## src/rtl/msg_scroll_pkg.sv

```systemverilog
// Shared types and constants for the three-digit message scroller.
// Holds the FSM state encoding, character/window geometry and the default blank code.
// Also provides the modular index helpers used by the scroller datapath.
package msg_scroll_pkg;

    // Character and window geometry
    localparam int CHAR_W = 5;
    localparam int DIGITS = 3;
    localparam int WIN_W  = CHAR_W * DIGITS;
    localparam int IDX_W  = 4;

    // Code shown in digit positions that have not been filled yet
    localparam logic [CHAR_W-1:0] DEFAULT_BLANK = 5'h1F;

    // Scroll FSM: idle until a prescaler tick, then one fetch and one shift cycle
    typedef enum logic [1:0] {
        ST_WAIT  = 2'd0,
        ST_FETCH = 2'd1,
        ST_SHIFT = 2'd2
    } state_e;

    // Scroll direction as latched for a step
    typedef enum logic {
        DIR_FWD = 1'b0,
        DIR_REV = 1'b1
    } dir_e;

    // Next ROM address, wrapping modulo len in either direction
    function automatic logic [IDX_W-1:0] step_index(
        input logic [IDX_W-1:0] idx,
        input dir_e             dir,
        input int unsigned      len
    );
        logic [IDX_W-1:0] last;
        last = IDX_W'(len - 1);
        if (dir == DIR_REV) begin
            return (idx == '0) ? last : idx - 1'b1;
        end
        return (idx == last) ? '0 : idx + 1'b1;
    endfunction

    // True when moving from idx in direction dir crosses the ROM boundary
    function automatic logic crosses_end(
        input logic [IDX_W-1:0] idx,
        input dir_e             dir,
        input int unsigned      len
    );
        if (dir == DIR_REV) begin
            return (idx == '0);
        end
        return (idx == IDX_W'(len - 1));
    endfunction

endpackage

```

## src/rtl/scroll_tick_gen.sv

```systemverilog
// Scroll-rate prescaler: counts enabled clk cycles 0..TICK_DIV-1 and flags the last one.
// Latency: tick is combinational from the count register, high in the cycle the count is TICK_DIV-1.
// Backpressure: en low freezes the count (no tick); it resumes from the held value.
module scroll_tick_gen #(
    parameter int TICK_DIV = 3000000
) (
    input  logic clk,
    input  logic reset,
    input  logic en,
    output logic tick
);

    localparam int              CNT_W = (TICK_DIV > 1) ? $clog2(TICK_DIV) : 1;
    localparam logic [CNT_W-1:0] LAST = CNT_W'(TICK_DIV - 1);

    logic [CNT_W-1:0] cnt_q;
    logic [CNT_W-1:0] cnt_d;
    logic             at_last;

    assign at_last = (cnt_q == LAST);

    // A tick only fires on a cycle that actually advances the count
    assign tick = en && at_last;

    // Advance while enabled, roll over after the last count, hold otherwise
    always_comb begin
        cnt_d = cnt_q;
        if (en) begin
            cnt_d = at_last ? '0 : cnt_q + 1'b1;
        end
    end

    // Count register with synchronous reset
    always_ff @(posedge clk) begin
        if (reset) begin
            cnt_q <= '0;
        end else begin
            cnt_q <= cnt_d;
        end
    end

endmodule

```

## src/rtl/message_scroller.sv

```systemverilog
// Scrolls a MSG_LEN-character ROM message through a three-digit window, one step per prescaler tick.
// Latency: tick -> FETCH -> SHIFT; window/rom_index/step_pulse/wrap update at the end of SHIFT.
// Backpressure: en low pauses the prescaler only; a step already in FETCH/SHIFT always completes.
// Build option: define MSG_SCROLL_BOUNCE_EN to ping-pong between the message ends instead of using dir.
module message_scroller
    import msg_scroll_pkg::*;
#(
    parameter int                MSG_LEN  = 10,
    parameter int                TICK_DIV = 3000000,
    parameter logic [CHAR_W-1:0] BLANK    = DEFAULT_BLANK
) (
    input  logic              clk,
    input  logic              reset,
    input  logic              en,
    input  logic              dir,
    output logic [IDX_W-1:0]  rom_index,
    input  logic [CHAR_W-1:0] rom_value,
    output logic [WIN_W-1:0]  window,
    output logic              step_pulse,
    output logic              wrap
);

    logic             tick;
    state_e           state_q;
    dir_e             dir_q;      // direction frozen for the step in progress
    dir_e             dir_src;    // where FETCH takes the direction from
    logic [IDX_W-1:0] idx_q;
    logic [IDX_W-1:0] idx_d;
    logic [WIN_W-1:0] win_q;
    logic [WIN_W-1:0] win_d;
    logic             step_q;
    logic             wrap_q;
    logic             wrap_d;

    scroll_tick_gen #(
        .TICK_DIV (TICK_DIV)
    ) u_tick_gen (
        .clk   (clk),
        .reset (reset),
        .en    (en),
        .tick  (tick)
    );

`ifdef MSG_SCROLL_BOUNCE_EN
    // Bounce mode: direction is owned internally and flips at each message end
    dir_e bounce_q;
    logic bounce_flip;

    assign dir_src = bounce_q;

    // Turn around when the new address lands on the end we were heading for
    always_comb begin
        bounce_flip = (dir_q == DIR_REV) ? (idx_d == '0)
                                         : (idx_d == IDX_W'(MSG_LEN - 1));
    end

    assign wrap_d = bounce_flip;

    // Internal direction bit, toggled in SHIFT on reaching an end
    always_ff @(posedge clk) begin
        if (reset) begin
            bounce_q <= DIR_FWD;
        end else if (state_q == ST_SHIFT && bounce_flip) begin
            bounce_q <= (bounce_q == DIR_FWD) ? DIR_REV : DIR_FWD;
        end
    end
`else
    // Free-running mode: direction comes from the dir pin, sampled in FETCH
    assign dir_src = dir_e'(dir);
    assign wrap_d  = crosses_end(idx_q, dir_q, MSG_LEN);
`endif

    // Next window and address for the SHIFT cycle; rom_value is the char at idx_q
    always_comb begin
        idx_d = step_index(idx_q, dir_q, MSG_LEN);
        if (dir_q == DIR_REV) begin
            win_d = {rom_value, win_q[WIN_W-1:CHAR_W]};
        end else begin
            win_d = {win_q[WIN_W-CHAR_W-1:0], rom_value};
        end
    end

    // Scroll FSM with registered outputs; reset wins over any step in flight
    always_ff @(posedge clk) begin
        if (reset) begin
            state_q <= ST_WAIT;
            dir_q   <= DIR_FWD;
            idx_q   <= '0;
            win_q   <= {DIGITS{BLANK}};
            step_q  <= 1'b0;
            wrap_q  <= 1'b0;
        end else begin
            step_q <= 1'b0;
            wrap_q <= 1'b0;
            case (state_q)
                ST_WAIT: begin
                    if (tick) begin
                        state_q <= ST_FETCH;
                    end
                end
                ST_FETCH: begin
                    dir_q   <= dir_src;
                    state_q <= ST_SHIFT;
                end
                ST_SHIFT: begin
                    win_q   <= win_d;
                    idx_q   <= idx_d;
                    step_q  <= 1'b1;
                    wrap_q  <= wrap_d;
                    state_q <= ST_WAIT;
                end
                default: begin
                    state_q <= ST_WAIT;
                end
            endcase
        end
    end

    assign rom_index  = idx_q;
    assign window     = win_q;
    assign step_pulse = step_q;
    assign wrap       = wrap_q;

endmodule

```

## config.mk

```make
export PLATFORM = sky130hd
export DESIGN_NAME = message_scroller
export DESIGN_NICKNAME = d
export VERILOG_FILES = /design/src/rtl/msg_scroll_pkg.sv /design/src/rtl/scroll_tick_gen.sv /design/src/rtl/message_scroller.sv
export SDC_FILE = /design/constraint.sdc
export NUM_CORES = 1
export LEC_CHECK = 0
export ABC_AREA = 0
export CAP_MARGIN = 0
export CORE_MARGIN = 2
export CORE_UTILIZATION = 49
export DETAILED_ROUTE_END_ITERATION = 16
export GPL_TIMING_DRIVEN = 0
export PLACE_DENSITY = 0.86
export SLEW_MARGIN = 20
export SYNTH_ARGS = -nofsm -noshare
export SYNTH_HDL_FRONTEND = slang
export SYNTH_SLANG_ARGS = --single-unit
```

## constraint.sdc

```tcl
create_clock -name clk -period 1.78 [get_ports clk]
set_input_delay 0.445 -clock clk [delete_from_list [all_inputs] [get_ports clk]]
set_output_delay 0.445 -clock clk [all_outputs]
set_load 0.02 [all_outputs]
```

==> flow_summary.toml <==
[status]
status = "finished with violations"
violations = "setup timing"

[routing]
totalWireLength_um = 5170
dr_total_vias = 1952
drtAntennaViolNets = 0
routedWlPerCell_um = 15.4
drc = 0
drtIter0Drc = 169
via_per_inst = 5.81
drtPass1Iterations = 4

[clock_network]
cts_buffer_depth = 2
cts_made_buffers = 5
clkLatencyLatePin_ns = 0.30
cts_tree = "built"
cts-root-buf = "clkbuf_8"
path_clk_slew_ns = 0.08
clock_sinks = 46
htreeDepth = 2

[global_route]
grt_first_pass_wirelength_um = 8230
grt_pass1_vias = 1710
grt_overflow_total = 0
antenna_found_initial = 0
grt_max_degree = 14
grtUsageTotal_pct = 20.6

[worst_setup_path]
cp_cell_sequence = "or4_1 -> or3_4 -> o21bai_4 -> buf_6 -> nor2_1"
crit_slowest_cell = "or4_1"
cp_max_fo = 5
start_kind = "flip-flop"
end_kind = "flip-flop"
cp-startpoint = "u_tick_gen.cnt_q[12]$_SDFFE_PP0P_"
critPathRequiredTime_ns = 1.97
worstPathArrival_ns = 2.07
r2r-start = "u_tick_gen.cnt_q[12]$_SDFFE_PP0P_"
critical_path_class = "reg2reg"
critical-path-max-stage-delay_ns = 0.53

[die]
io_pins = 30
coreArea_um2 = 4290
die_x_um = 70.5
initial_core_util_pct = 50.4
num_rows = 24
die-area_um2 = 4970
die_h_um = 70.5

[timing]
setup_violations = 22
period_needed_ns = 1.88
rsz0062_at_grt = "true"
finalWorstSetupSlack_ns = -0.0959
tns_ns = -1.81
skew_ns = 0.00409
fmax_ghz = 0.533
tightestPinTransition_ns = 0.536
max-slew-margin-rel_pct = 64.3
finalHoldViolations = 0
fin_crit_sh_pct = 105
drv_slew = 0

[logic_synthesis]
syn_avg_cell_area_um2 = 8.98
yosysWarnings = 0
synth_area_leader_cell = "dfxtp_1"
ys_async_sr_fraction_pct = 0
ys_types = 42
synth_cells = 241
syn-num-nets = 251
synth_edf_count = 0
yosys_register_bits = 46
synthTopCellsByCount = "dfxtp_1, nor2_1, mux2i_1"
synth_top_area_share_pct = 42.5
yosysSeqAreaShare_pct = 42.5
ys.flop_type = "dfxtp_1"
synth_most_common_cell = "dfxtp_1"
netlist_area_um2 = 2160
synth.area.top_cells = "dfxtp_1, mux2i_1, nor2_1, a211o_1, xnor2_1"

[placed_design]
place.gp.congestion = 0.800
port_buffers = 29
dpl.cell_count = 322
dp_hpwl_um = 3050

[hold_path]
worst_hold_path_type = "reg2reg"
hold_start = "window[2]$_SDFFE_PP1P_"

[power]
peakVddDrop_mv = 0.638
leakage_nw = 0.961
power.density_nw_per_um2 = 637

[layout]
area_growth_pct = 29.6
drive_above_1_share_pct = 20.8
fin_cells = 336
n_fill_cell = 338
n_antenna_cell = 0
nets = 293

[flow_run]
cap_violations = 0
==> where the power goes <==
| group | internal (mW) | switching, mW | total (mW) |
|---|---|---|---|
| clock | 0.314 | 0.353 | 0.667 |
| sequential | 1.03 | 0.00710 | 1.04 |
| combinational | 0.0416 | 0.0406 | 0.0822 |
==> worst max-delay path, delay by kind of cell, from the launching register on <==
| family | cells | cell delay, ns |
|---|---|---|
| simple gates | 3 | 1.01 |
| flops | 1 | 0.34 |
| compound gates | 1 | 0.25 |
| buf+inv | 1 | 0.17 |
==> metal layers <==
metal  GRT usage [%]  vias up  routed length, um
met3            3.75       10                286
met1            27.3      932               2160
met4            9.19        0                 95
met5               0        -                  0
li1                -      952                  -
met2            32.7       58               2630
==> logic make-up (layout without fill, tap and decap cells) <==
| kind of cell | after synthesis | after routing | share of synthesized area, % |
|---|---|---|---|
| and+or+nand+nor | 96 | 96 | 23.9 |
| muxes | 17 | 17 | 7.86 |
| adders and majority gates | 1 | 1 | 0.578 |
| AOI/OAI and AO/OA | 44 | 44 | 14.6 |
| buffers and inverters | 21 | 64 | 4.05 |
| xor gates and xnor gates | 16 | 16 | 6.47 |
| DFF | 46 | 46 | 42.5 |
==> final cells by class <==
class / count / area [um^2] / share of cell area [%]
Inverter: 5 / 18.8 / 0.669
Clock buffer: 7 / 86.3 / 3.08
Buffer: 14 / 85.1 / 3.03
Sequential cell: 46 / 946 / 33.7
Tap cell: 52 / 65.1 / 2.32
Clock inverter: 1 / 5.00 / 0.178
Multi-Input combinational cell: 174 / 1230 / 43.7
Timing Repair Buffer: 37 / 373 / 13.3
==> final timing paths <==
| kind | to | slack [ns] | cells after the start |
|---|---|---|---|
| min | window[2]$_SDFFE_PP1P_ | 0.50 | 1 |
| max | u_tick_gen.cnt_q[9]$_SDFFE_PP0P_ | -0.1 | 5 |
| min reg2reg | window[2]$_SDFFE_PP1P_ | 0.50 | 1 |
| max reg2reg | u_tick_gen.cnt_q[9]$_SDFFE_PP0P_ | -0.1 | 5 |
==> flip-flops by register name (all words and copies together), names as in the netlist <==
| name | count |
|---|---|
| u_tick_gen.cnt_q | 22 |
| dir_q | 1 |
| wrap | 1 |
| step_pulse | 1 |
| window | 15 |
| rom_index | 4 |
| state_q | 2 |
==> timing repair <==
item                       in CTS  in global routing
resized for setup              25                 31
hold buffers                    0                  0
buffers inserted                3                  3
cloned                          1                  1
pin swaps                       8                  9
setup endpoints to repair      27                 42
==> cell usage in the layout, fill, tap and decap left out, drive strengths merged, types with 4 or more instances in the layout <==
cell,n
or3,8
o21ai,8
nand3,5
xnor2,12
a21oi,12
nand2,8
a211o,15
xor2,4
nor4,4
clkdlybuf4s50,21
nor2,36
dlymetal6s2s,5
buf,13
clkbuf,16
nand4,7
dfxtp,46
or4,4
mux2i,17
nor3,6
inv,5
==> metrics by stage <==
step	hold WS, ns	cell area, um^2	util [%]	power (mW)	setup slack, ns
3_5_place_dp	0.478	2540	59.2	1.13	-0.711
4_1_cts	0.486	2710	63.2	1.78	-0.0483
2_1_floorplan	0.442	2190	-	1.10	0.0199
6_report	0.495	2810	65.3	1.79	-0.0959
5_1_grt	0.525	2810	65.3	1.83	-0.133
3_3_place_gp	0.459	2540	59.2	1.13	-0.672
No activity file was read; power rests on OpenSTA's default activity.
